--- src/rtl/results_io_pkg.sv ---
// Shared definitions for the result streaming path: FSM encoding, default RAM map, beat math.
package results_io_pkg;

  localparam int unsigned STATE_W = 3;
  typedef logic [STATE_W-1:0] state_t;

  localparam state_t S_IDLE  = 3'd0;
  localparam state_t S_RD_NT = 3'd1;
  localparam state_t S_RD_NX = 3'd2;
  localparam state_t S_CHK   = 3'd3;
  localparam state_t S_FETCH = 3'd4;
  localparam state_t S_LOAD  = 3'd5;
  localparam state_t S_SEND  = 3'd6;
  localparam state_t S_DONE  = 3'd7;

  localparam int unsigned DEF_NUM_T_ADDR  = 1;
  localparam int unsigned DEF_NUM_X_ADDR  = 2;
  localparam int unsigned DEF_T_BASE_ADDR = 3;
  localparam int unsigned DEF_X_BASE_ADDR = 10;

  // Number of bus beats needed to carry one RAM word.
  function automatic int unsigned beats_f(input int unsigned data_w, input int unsigned bus_w);
    return data_w / bus_w;
  endfunction

endpackage

--- src/rtl/beat_serializer.sv ---
// Splits one RAM word into low-slice-first bus beats with ready/valid handshaking.
module beat_serializer
  import results_io_pkg::*;
#(
  parameter int unsigned DATA_WIDTH = 64,
  parameter int unsigned BUS_WIDTH  = 32
) (
  input  logic                  clk,
  input  logic                  rst,
  input  logic                  load,
  input  logic                  last_word,
  input  logic [DATA_WIDTH-1:0] word_in,
  input  logic                  bus_ready,
  output logic [BUS_WIDTH-1:0]  bus_data,
  output logic                  bus_valid,
  output logic                  bus_last,
  output logic                  word_done_c
);

  localparam int unsigned BEATS  = beats_f(DATA_WIDTH, BUS_WIDTH);
  localparam int unsigned BEAT_W = (BEATS > 1) ? $clog2(BEATS) : 1;

  logic [DATA_WIDTH-1:0] word_q, word_d;
  logic [BEAT_W-1:0]     beat_q, beat_d;
  logic                  valid_q, valid_d;
  logic                  last_q, last_d;
  logic                  hs_c, final_beat_c;

  assign hs_c         = valid_q & bus_ready;
  assign final_beat_c = (beat_q == BEAT_W'(BEATS - 1));
  assign word_done_c  = hs_c & final_beat_c;

  // Load a fresh word, or shift the next slice down after each accepted beat.
  always_comb begin
    word_d  = word_q;
    beat_d  = beat_q;
    valid_d = valid_q;
    last_d  = last_q;
    if (load) begin
      word_d  = word_in;
      beat_d  = '0;
      valid_d = 1'b1;
      last_d  = last_word && (BEATS == 1);
    end else if (hs_c) begin
      if (final_beat_c) begin
        valid_d = 1'b0;
        last_d  = 1'b0;
      end else begin
        word_d  = word_q >> BUS_WIDTH;
        beat_d  = beat_q + 1'b1;
        last_d  = last_word && (beat_d == BEAT_W'(BEATS - 1));
      end
    end
  end

  // Word, beat and handshake registers.
  always_ff @(posedge clk) begin
    if (rst) begin
      word_q  <= '0;
      beat_q  <= '0;
      valid_q <= 1'b0;
      last_q  <= 1'b0;
    end else begin
      word_q  <= word_d;
      beat_q  <= beat_d;
      valid_q <= valid_d;
      last_q  <= last_d;
    end
  end

  assign bus_data  = word_q[BUS_WIDTH-1:0];
  assign bus_valid = valid_q;
  assign bus_last  = last_q;

endmodule

--- src/rtl/results_streamer.sv ---
// Streams solver results (T values, each followed by its X vector) from the result RAM onto the CPU bus.
module results_streamer
  import results_io_pkg::*;
#(
  parameter int unsigned ADDRESS_WIDTH = 13,
  parameter int unsigned DATA_WIDTH    = 64,
  parameter int unsigned BUS_WIDTH     = 32,
  parameter int unsigned COUNT_WIDTH   = 8,
  parameter int unsigned NUM_T_ADDR    = DEF_NUM_T_ADDR,
  parameter int unsigned NUM_X_ADDR    = DEF_NUM_X_ADDR,
  parameter int unsigned T_BASE_ADDR   = DEF_T_BASE_ADDR,
  parameter int unsigned X_BASE_ADDR   = DEF_X_BASE_ADDR
) (
  input  logic                     CLK,
  input  logic                     RST,
  input  logic                     Start,
  output logic                     Busy,
  output logic                     Done,
  output logic                     Error,
  output logic [ADDRESS_WIDTH-1:0] RAM_Address,
  output logic                     RAM_Read_En,
  input  logic [DATA_WIDTH-1:0]    RAM_Data,
  output logic [BUS_WIDTH-1:0]     Bus_Data,
  output logic                     Bus_Valid,
  input  logic                     Bus_Ready,
  output logic                     Bus_Last
);

  state_t                   state_q, state_d;
  logic [COUNT_WIDTH-1:0]   nt_q, nt_d, nx_q, nx_d;
  logic [COUNT_WIDTH-1:0]   t_cnt_q, t_cnt_d, j_q, j_d;
  logic                     nt_ovf_q, nt_ovf_d;
  logic                     is_x_q, is_x_d;
  logic [ADDRESS_WIDTH-1:0] t_ptr_q, t_ptr_d, x_ptr_q, x_ptr_d;
  logic [ADDRESS_WIDTH-1:0] addr_q, addr_d;
  logic                     rd_en_q, rd_en_d, busy_q, busy_d, done_q, done_d, error_q, error_d;
  logic                     ovf_c, last_word_c, word_done_c;

  assign ovf_c = (RAM_Data >> COUNT_WIDTH) != '0;
  assign last_word_c = (t_cnt_q == nt_q - COUNT_WIDTH'(1)) &&
                       (is_x_q ? (j_q == nx_q - COUNT_WIDTH'(1)) : (nx_q == '0));

  // State register.
  always_ff @(posedge CLK) begin
    if (RST) state_q <= S_IDLE;
    else     state_q <= state_d;
  end

  // Next-state logic.
  always_comb begin
    state_d = state_q;
    case (state_q)
      S_IDLE:  if (Start) state_d = S_RD_NT;
      S_RD_NT: state_d = S_RD_NX;
      S_RD_NX: state_d = S_CHK;
      S_CHK: begin
        if (nt_ovf_q || ovf_c) state_d = S_DONE;
        else if (nt_q == '0)   state_d = S_DONE;
        else                   state_d = S_FETCH;
      end
      S_FETCH: state_d = S_LOAD;
      S_LOAD:  state_d = S_SEND;
      S_SEND:  if (word_done_c) state_d = last_word_c ? S_DONE : S_FETCH;
      S_DONE:  state_d = S_IDLE;
      default: state_d = S_IDLE;
    endcase
  end

  // Count capture, overflow flag and word-walk pointers (running X pointer, no multiply).
  always_comb begin
    nt_d     = nt_q;
    nt_ovf_d = nt_ovf_q;
    nx_d     = nx_q;
    t_cnt_d  = t_cnt_q;
    j_d      = j_q;
    is_x_d   = is_x_q;
    t_ptr_d  = t_ptr_q;
    x_ptr_d  = x_ptr_q;
    error_d  = error_q;
    case (state_q)
      S_IDLE: if (Start) error_d = 1'b0;
      S_RD_NX: begin
        nt_d     = RAM_Data[COUNT_WIDTH-1:0];
        nt_ovf_d = ovf_c;
      end
      S_CHK: begin
        nx_d    = RAM_Data[COUNT_WIDTH-1:0];
        t_cnt_d = '0;
        j_d     = '0;
        is_x_d  = 1'b0;
        t_ptr_d = ADDRESS_WIDTH'(T_BASE_ADDR);
        x_ptr_d = ADDRESS_WIDTH'(X_BASE_ADDR);
        if (nt_ovf_q || ovf_c) error_d = 1'b1;
      end
      S_SEND: begin
        if (word_done_c && !last_word_c) begin
          if (!is_x_q) begin
            if (nx_q == '0) begin
              t_cnt_d = t_cnt_q + 1'b1;
              t_ptr_d = t_ptr_q + 1'b1;
            end else begin
              is_x_d = 1'b1;
              j_d    = '0;
            end
          end else begin
            x_ptr_d = x_ptr_q + 1'b1;
            if (j_q == nx_q - COUNT_WIDTH'(1)) begin
              is_x_d  = 1'b0;
              j_d     = '0;
              t_cnt_d = t_cnt_q + 1'b1;
              t_ptr_d = t_ptr_q + 1'b1;
            end else begin
              j_d = j_q + 1'b1;
            end
          end
        end
      end
      default: ;
    endcase
  end

  // Registered outputs decoded from the state being entered.
  always_comb begin
    busy_d  = (state_d != S_IDLE);
    done_d  = (state_d == S_DONE);
    rd_en_d = 1'b0;
    addr_d  = addr_q;
    case (state_d)
      S_RD_NT: begin rd_en_d = 1'b1; addr_d = ADDRESS_WIDTH'(NUM_T_ADDR); end
      S_RD_NX: begin rd_en_d = 1'b1; addr_d = ADDRESS_WIDTH'(NUM_X_ADDR); end
      S_FETCH: begin rd_en_d = 1'b1; addr_d = is_x_d ? x_ptr_d : t_ptr_d; end
      default: ;
    endcase
  end

  // Datapath and output registers.
  always_ff @(posedge CLK) begin
    if (RST) begin
      nt_q     <= '0;
      nt_ovf_q <= 1'b0;
      nx_q     <= '0;
      t_cnt_q  <= '0;
      j_q      <= '0;
      is_x_q   <= 1'b0;
      t_ptr_q  <= '0;
      x_ptr_q  <= '0;
      error_q  <= 1'b0;
      busy_q   <= 1'b0;
      done_q   <= 1'b0;
      rd_en_q  <= 1'b0;
      addr_q   <= '0;
    end else begin
      nt_q     <= nt_d;
      nt_ovf_q <= nt_ovf_d;
      nx_q     <= nx_d;
      t_cnt_q  <= t_cnt_d;
      j_q      <= j_d;
      is_x_q   <= is_x_d;
      t_ptr_q  <= t_ptr_d;
      x_ptr_q  <= x_ptr_d;
      error_q  <= error_d;
      busy_q   <= busy_d;
      done_q   <= done_d;
      rd_en_q  <= rd_en_d;
      addr_q   <= addr_d;
    end
  end

  beat_serializer #(
    .DATA_WIDTH (DATA_WIDTH),
    .BUS_WIDTH  (BUS_WIDTH)
  ) u_ser (
    .clk         (CLK),
    .rst         (RST),
    .load        (state_q == S_LOAD),
    .last_word   (last_word_c),
    .word_in     (RAM_Data),
    .bus_ready   (Bus_Ready),
    .bus_data    (Bus_Data),
    .bus_valid   (Bus_Valid),
    .bus_last    (Bus_Last),
    .word_done_c (word_done_c)
  );

  assign Busy        = busy_q;
  assign Done        = done_q;
  assign Error       = error_q;
  assign RAM_Address = addr_q;
  assign RAM_Read_En = rd_en_q;

endmodule

--- config.mk ---
export PLATFORM = sky130hd
export DESIGN_NAME = results_streamer
export DESIGN_NICKNAME = d
export VERILOG_FILES = /design/src/rtl/results_io_pkg.sv /design/src/rtl/beat_serializer.sv /design/src/rtl/results_streamer.sv
export SDC_FILE = /design/constraint.sdc
export NUM_CORES = 1
export LEC_CHECK = 0
export CAP_MARGIN = 10
export CORE_UTILIZATION = 54
export CTS_CLUSTER_DIAMETER = 40
export DETAILED_ROUTE_END_ITERATION = 16
export GPL_ROUTABILITY_DRIVEN = 0
export PLACE_DENSITY = 0.81
export SYNTH_ARGS = -nofsm -noshare
export SYNTH_HDL_FRONTEND = slang
export SYNTH_SLANG_ARGS = --single-unit
--- constraint.sdc ---
create_clock -name CLK -period 4.3 [get_ports CLK]
set_clock_uncertainty 0.15 [all_clocks]
set_input_delay 1.29 -clock CLK [delete_from_list [all_inputs] [get_ports CLK]]
set_output_delay 1.29 -clock CLK [all_outputs]
set_load 0.005 [all_outputs]
**Word level (Yosys, flattened, before mapping)**

Cells that the tools add are included.

- Bits in writable memories: 0
- Output and inout port bits: 51
- ROM bits: 0
- Flip-flop bits (word level): 147
- Latch bits: 0
- Memories: 0

- Add/subtract/negate cells: 7
- Bitwise operators: 2
- Shift operators: 0
- Multipliers: 0
- Reductions and logical operators: 22
- Divide/modulo/power cells: 0
- $lt $le $gt $ge: 0
- Equal/unequal tests: 20
- Mux-type cells: 44

Operators by type and width:

| cell | number |
|---|---|
| $mux W64 | 3 |
| $mux W13 | 7 |
| $mux W8 | 8 |
| $reduce_bool A64 Y1 | 1 |
| $pmux W13 S2 | 2 |
| $pmux W13 S3 | 1 |
| $pmux W8 S2 | 2 |
| $add A13 B1 Y13 const B | 2 |
| $pmux W3 S8 | 1 |
| $eq A3 B3 Y1 const B | 6 |
| $add A8 B1 Y8 const B | 2 |
| $eq A8 B8 Y1 | 2 |
| $logic_not A8 Y1 | 2 |
| $sub A8 B1 Y8 const B | 2 |
| $mux W1 | 13 |
| $eq A3 B2 Y1 const B | 3 |
| $ne A3 B3 Y1 const B | 3 |
| $reduce_bool A2 Y1 | 4 |
| $eq A3 B1 Y1 const B | 2 |
| $mux W2 | 3 |
| $mux W3 | 2 |
| $ne A2 B2 Y1 const B | 3 |
| $reduce_and A3 Y1 | 2 |
| $reduce_bool A3 Y1 | 2 |
| other kinds (12) | 17 |

**Depth between registers and ports, before layout**

- Word-level depth: 10
- Mapped depth: 13
- Mapped depth without buffers: 10

**Hierarchy**

A second synthesis with hierarchy kept.

- Cells, all modules: 931
- Area, all modules: 7928.9 µm²

Modules (own cells, without submodules):

| module | area each (µm²) | cells each | instances |
|---|---|---|---|
| results_streamer | 4564.4 | 563 | 1 |
| beat_serializer | 3364.5 | 368 | 1 |

**Worst setup path after synthesis**

OpenSTA, ideal clock, no wires.

- Path type: input port to flip-flop
- Start point: input port RAM_Data[33]
- End point: register addr_q[0] (netlist: RAM_Address[0])
- Cell stages on the path: 8
- Path slack: 652 ps
- Arrival: 3423 ps
- Buffers on the path: 0
- Library setup time: 74 ps
- Cell sequence: nor4_1 > nand4_1 > nor4_1 > a21oi_1 > a311oi_1 > o211ai_2 > a221o_1 > a31oi_1

- Word-level cells in the longest chain between the ends: 6
- Elaborated cells between the ends (all ways): 9

Ends and longest elaborated chain:

| what | RTL line | RTL |
|---|---|---|
| from (decl) | results_streamer.sv:22 | `input logic [DATA_WIDTH-1:0] RAM_Data,` |
| $reduce_bool A64 Y1 (*) | results_streamer.sv:39 | `assign ovf_c = (RAM_Data >> COUNT_WIDTH) != '0;` |
| $logic_or A1 B1 Y1 (*) | results_streamer.sv:57 | `if (nt_ovf_q \|\| ovf_c) state_d = S_DONE;` |
| $mux W2 (*) | results_streamer.sv:57 |  |
| $pmux W3 S8 (*) | results_streamer.sv:52 | `case (state_q)` |
| $eq A3 B3 Y1, or another cell as far along | results_streamer.sv:128 | `case (state_d)` |
| $pmux W13 S3 / $reduce_bool A3 Y1 (equally long branches) | - |  |
| to (signal assigned) | results_streamer.sv:165 | `addr_q <= addr_d;` |
| to (decl) | results_streamer.sv:35 | `logic [ADDRESS_WIDTH-1:0] addr_q, addr_d;` |

Every way passes the cells marked *; elsewhere a longest branch is shown, timed or not.
A chain may end at the register's enable or synchronous reset.

**Worst setup path after layout**

- Start point: input port RAM_Data[28]
- End point: register addr_q[3] (netlist: RAM_Address[3])

Same word-level chain as after synthesis.

==> flow_metrics.py <==
metrics = {
    "yosys": {
        "synthCells": 851,
        "synth_top_family_by_area": "simple AND/OR/NAND/NOR gates",
        "syn_area_per_cell_um2": 8.657,
        "synth_compound_area_frac": 0.1911,
        "synth-simple-area-share": 0.2101,
        "syn-cell-area_um2": 7367,
        "ys_ff_latch": 147,
        "synth_flop_cell": "dfxtp_1",
        "synthArstFlopShare": 0,
        "yosysWarnings": 0,
        "ys_types": 71,
        "synth.net_count": 926,
        "yosys.area_share.adder": 0.01189,
        "synth_edf_count": 0,
        "ys_seq_area_frac": 0.3995,
        "yosys.area_share.xor_xnor": 0.03804,
        "synth.area.mux_share": 0.08186,
    },
    "finish": {
        "final_cells": 1115,
        "final_nets": 1001,
        "layout.cells.most_common_list": "dfxtp_1, nor2_1, clkdlybuf4s50_1",
        "drive_gt1_frac": 0.08200,
        "fin_area_um2": 9106,
        "final_common_cell": "dfxtp_1",
        "n_antenna_cell": 0,
        "area_growth_pct": 23.61,
    },
    "sta": {
        "tightest_slew_ns": 1.172,
        "hold_violations": 0,
        "finalSetupViolCount": 0,
        "max_freq_mhz": 256.2,
        "timing.final.crit_share": 0.9078,
        "slew_headroom": 0.2189,
        "period_needed_ns": 3.903,
        "rsz0062_at_grt": "false",
        "tns_ns": 0,
        "setup_slack_ns": 0.3966,
        "drv_slew": 0,
    },
    "routing": {
        "dr.pass1.iters": 5,
        "viasPerCell": 5.954,
        "antenna_left": 0,
        "vias": 6639,
        "routedWlPerCell_um": 17.13,
        "drt-initial-drc-count": 499,
        "wirelength_mm": 19.10,
        "drc_errors": 0,
    },
    "setup_path": {
        "cp-end-kind": "flip-flop",
        "r2r_slack_ns": 0.55,
        "cp_data_arrival_time_ns": 4.12,
        "crit_fanout": 6,
        "critPathKind": "input port to flip-flop",
        "worstPathRequired_ns": 4.52,
        "crit_path_cell_trace": "clkdlybuf4s50_1, nor4_1, nand4_1, nor4_1, buf_4, a31oi_1, a31oi_1, o32ai_2, nor3_1, buf_4, a22o_1",
        "worst-path-buf-inv": 3,
        "slowest_stage": "clkdlybuf4s50_1",
        "crit_path_start_kind": "input port",
        "critPathMaxStageDelay_ns": 0.47,
        "critPathTopFamily": "simple AND/OR/NAND/NOR gates",
    },
    "placed_design": {
        "placed_cell_area_um2": 8503,
        "io_buffers": 118,
        "place_ws_ns": 0.04381,
        "dp_hpwl_mm": 13.21,
        "dp_cells": 1083,
    },
    "grt": {
        "grt_use_total": 0.2768,
        "grt_pass1_vias": 6209,
        "antenna_found_initial": 0,
        "grt_max_degree": 65,
        "grt_first_pass_wirelength_mm": 31.08,
        "gr-total-overflow": 0,
    },
    "power": {
        "vdd_ir_drop_max_mv": 0.2994,
        "switching_power_w": 0.0009115,
        "power_frac_clock": 0.427,
        "p_comb_frac": 0.156,
        "seq_power_share": 0.417,
        "intPower_w": 0.002628,
        "p_leak_nw": 3.262,
        "p_per_area_nw_per_um2": 388.7,
        "switching_share": 0.2575,
        "finalPower_w": 0.003539,
    },
    "cts": {
        "cts_tree": "built",
        "path_clk_slew_ns": 0.06,
        "clock_latency_ns": 0.43,
        "cts_buffers": 17,
        "cts_resized": 0,
        "post_cts_buffers": 0,
        "cts_root_buf": "clkbuf_16",
        "htree_num_levels": 4,
        "hold_buffers": 0,
        "clock_sinks": 147,
        "cts_buffer_depth": 2,
    },
    "floorplan": {
        "io_pins": 119,
        "die_x_um": 118.8,
        "start_util": 0.5541,
        "die_height_um": 118.8,
        "core_um2": 13300,
        "die_area_um2": 14110,
        "rows": 42,
    },
    "status": {
        "status": "finished, final reports clean",
    },
    "worst_hold_path": {
        "hp-class": "flip-flop to flip-flop",
    },
    "flow_run": {
        "maxCapViolCount": 0,
    },
}
stage by stage:
stage | util | hold slack [ns]
2_1_floorplan | - | 0.3005
3_3_place_gp | 0.6396 | 0.3136
3_5_place_dp | 0.6396 | 0.3145
4_1_cts | 0.6849 | 0.3275
5_1_grt | 0.6849 | 0.3472
6_report | 0.6849 | 0.3290
path summary, 6_finish.rpt:
kind,from,to,cells past startpoint
setup / recovery,RAM_Data[28],RAM_Address[3],11
hold reg to reg,RAM_Address[7],RAM_Address[7],1
hold / removal,RAM_Address[7],RAM_Address[7],1
setup reg to reg,nt_q[0],RAM_Address[1],10
cells in the mapped netlist (3+ instances only):
cell type  number  share of area
and3_1         16          0.014
nand2b_1        8         0.0068
nand4_1        15          0.013
o21ai_0         6         0.0041
buf_2           5         0.0034
ha_1            7          0.012
a22oi_1        32          0.033
or3_1           4         0.0034
nand4b_1        6         0.0071
clkbuf_1       45          0.023
a22o_1          4         0.0048
a221o_1         3         0.0041
nor3_1         17          0.012
xor2_1         10          0.012
nor2b_1         3         0.0025
or2_2           3         0.0025
inv_1          14         0.0071
o2111ai_1       4         0.0048
xnor2_1        22          0.026
mux2i_1        52          0.071
a31oi_1        10         0.0085
a211oi_1       36          0.037
nand3_1        16          0.011
a21oi_1        40          0.027
buf_4          32          0.033
dfxtp_1       147           0.40
nor2_1        128          0.065
and2_1         12          0.010
nor4_1         15          0.013
and4_1          6         0.0071
mux2_2          6         0.0092
o22ai_1         3         0.0025
o211ai_1       10          0.010
nand2_1        60          0.031
o21ai_1         5         0.0034
a32o_1          4         0.0054
power by group through the flow:
stage               clock (W)  sequential [W]  combinational (W)
finish                0.00151         0.00148           0.000552
global route          0.00159         0.00148           0.000600
CTS                   0.00153         0.00147           0.000547
detailed placement          0         0.00150           0.000542
global placement            0         0.00150           0.000535
floorplan                   0         0.00148           0.000354
state kept, by name (all words and copies together), names as in the netlist:
name / count
u_ser.word_q: 64
x_ptr_q: 13
j_q: 8
nt_q: 8
t_ptr_q: 13
RAM_Read_En: 1
Busy: 1
state_q: 3
t_cnt_q: 8
nt_ovf_q: 1
is_x_q: 1
Error: 1
u_ser.beat_q: 1
Done: 1
nx_q: 8
u_ser.bus_valid: 1
RAM_Address: 13
u_ser.bus_last: 1
area by class of cell:
type | instances | area [µm²]
clock buffer | 22 | 474.2
clock inverter | 10 | 128.9
fill | 1020 | 4189
inverter | 14 | 52.55
multi-input combinational | 607 | 3939
sequential | 147 | 2943
tap | 176 | 220.2
timing repair buffer | 139 | 1349
layer usage:
metal / track usage / part of all wire / routed length [µm]
met1: 0.3772 / 0.46 / 8820
met2: 0.4218 / 0.46 / 8700
met3: 0.06129 / 0.061 / 1165
met4: 0.1139 / 0.022 / 411
met5: 0 / 0 / 0
cell families (layout without fill, tap and decap cells):
logic type                 count (synthesis)  in the layout
and+or+nand+nor                          319            319
AOI/OAI and AO/OA                        190            190
DFF                                      147            147
buffers and inverters                     97            185
muxes                                     59             59
xor gates and xnor gates                  32             32
adders and majority gates                  7              7
No activity file was read; power rests on OpenSTA's default activity.
==> RTL edit, RTL diff (same flow settings) <==
Take the reset off `nt_q` and load it in a clocked block of its own.
--- a/src/rtl/results_streamer.sv
+++ b/src/rtl/results_streamer.sv
@@ -136,7 +136,6 @@
   // Datapath and output registers.
   always_ff @(posedge CLK) begin
     if (RST) begin
-      nt_q     <= '0;
       nt_ovf_q <= 1'b0;
       nx_q     <= '0;
       t_cnt_q  <= '0;
@@ -150,7 +149,6 @@
       rd_en_q  <= 1'b0;
       addr_q   <= '0;
     end else begin
-      nt_q     <= nt_d;
       nt_ovf_q <= nt_ovf_d;
       nx_q     <= nx_d;
       t_cnt_q  <= t_cnt_d;
@@ -164,6 +162,10 @@
       rd_en_q  <= rd_en_d;
       addr_q   <= addr_d;
     end
+  end
+
+  always_ff @(posedge CLK) begin
+    nt_q <= nt_d;
   end
 
   beat_serializer #(
Behaviour: same outputs for any inputs over 10 cycles, from zero or initial values and one cycle with RST high; that may be too few to reach the edited logic, so the function may still have changed.
==> RTL edit against the unedited design <==
- combinational power fell by 42%
- power decreased by 6.1%
- sequential cell count is the same
- final area fell by 1.0%
- wire length decreased by 3.1%
- first-iteration DRC count up 2.4%
- critical path type is now reg2reg
- global-route usage shrank 0.13 points
- critical path depth fell by 2
- register-to-register slack got worse by 0.15 ns
- via count shrank 2.8%
- clock power grew 3%
- worst setup slack improved by 0.0061 ns
- synthesized area is 1.2% lower
==> RTL edit: results (changes against the unedited design) <==
metric,value,unit,change
status,"finished, final reports clean",,
Worst Setup SP,nt_q[2],,
r2r setup slk,0.40,ns,-0.15 ns
CTS resizes,0,,unchanged
Area after DPL,8382,sq um,-1.4%
routing usage on met3,7.800,%,+1.7 points
"Largest stage delay, worst path",0.91,ns,+0.44 ns
All-Layer GR Usage,27.55,%,-0.13 points
synth cell count leaders,"139 x dfxtp_1, 124 x nor2_1, 65 x nand2_1",,
RR Endpoint,RAM_Address[4],,
net count after synthesis,915,,-1.2%
dpl hpwl,12990,um,-1.6%
"EDFF count, synth",8,,+8
vias in the first global route,6167,,-0.68%
pin count of the biggest net entering global routing,53,,-18%
GR Layer Usage met1,35.34,%,-2.4 points
Critical-path top delay cell,a311oi_2,,
P_leak,0.003088,uW,-5.3%
Core Region,13190,sq um,-0.79%
Via density,5.877,,-1.3%
met2 wire length,8526,um,-2.0%
global-route wire length before repair,30640,um,-1.4%
peak supply drop,0.2798,mV,-6.6%
met2 global-route usage,44.04,%,+1.9 points
wire length on met1,8329,um,-5.6%
DRT iter0 DRCs,511,,+2.4%
final wirelength,18500,um,-3.1%
Worst-Margin Slew,1.129,ns,-0.04308 ns
Largest Register,u_ser.word_q,,
sequential area share after synthesis,41.53,%,+1.6 points
filler instances,1048,,+2.7%
Worst Reg-to-Reg Cells,9,,-1
met3 WL,1334,um,+15%
Crit path max-delay family,compound AO/OA/AOI/OAI gates,,
HP Start,RAM_Address[7],,
Synth cell types,69,,-2.8%
## RTL edit: cell count changes in the layout (fill, tap and decap cells not counted), sizes merged, moves of 7 or more
cell and delta:
nand3 +8, mux2i -13, and2 -8, dfxtp -8, and3 -7, xor2 +8
a31oi -7, edfxtp +8
## RTL edit: worst max path at each step
stage,endpoint,depth (start not counted)
3_5_place_dp,RAM_Address[5],13
2_1_floorplan,RAM_Address[10],10
4_1_cts,RAM_Address[4],9
5_1_grt,RAM_Address[4],9
3_3_place_gp,RAM_Address[7],13
6_report,RAM_Address[4],9
## RTL edit: where the power goes
part | switching (uW) | internal (uW) | leakage [uW]
sequential | 37.7 | 1410 | 0.00120
combinational | 162 | 157 | 0.00158
clock | 579 | 980 | 0.000309
total | 778 | 2550 | 0.00309
## RTL edit: per-stage QoR
| stage | hold WS (ns) | total power (uW) | util (%) | std cells | setup WS, ns |
|---|---|---|---|---|---|
| after floorplan | 0.3152 | 1639 | - | 840 | 0.8997 |
| after global placement | 0.3007 | 1784 | 63.55 | 1066 | 0.01217 |
| after detailed placement | 0.3119 | 1789 | 63.55 | 1066 | 0.03653 |
| after CTS | 0.3249 | 3336 | 68.32 | 1098 | 0.4333 |
| after global routing | 0.3369 | 3430 | 68.32 | 1098 | 0.1573 |
| final | 0.3187 | 3325 | 68.32 | 1098 | 0.4027 |
## RTL edit: layout make-up
type,count,share of cell area (%)
multi-input combinational,592,41.70
sequential,147,33.55
timing repair buffer,139,14.83
clock buffer,21,5.346
tap,176,2.444
clock inverter,11,1.638
inverter,12,0.4999
## RTL edit: cell families after synthesis
group	Yosys count	synth area share [%]
compound gates	194	19.29
mux	47	6.653
flops	147	41.53
xor+xnor	37	4.452
simple gates	307	19.77
fa+ha+maj	7	1.203
buf+inv	101	7.100
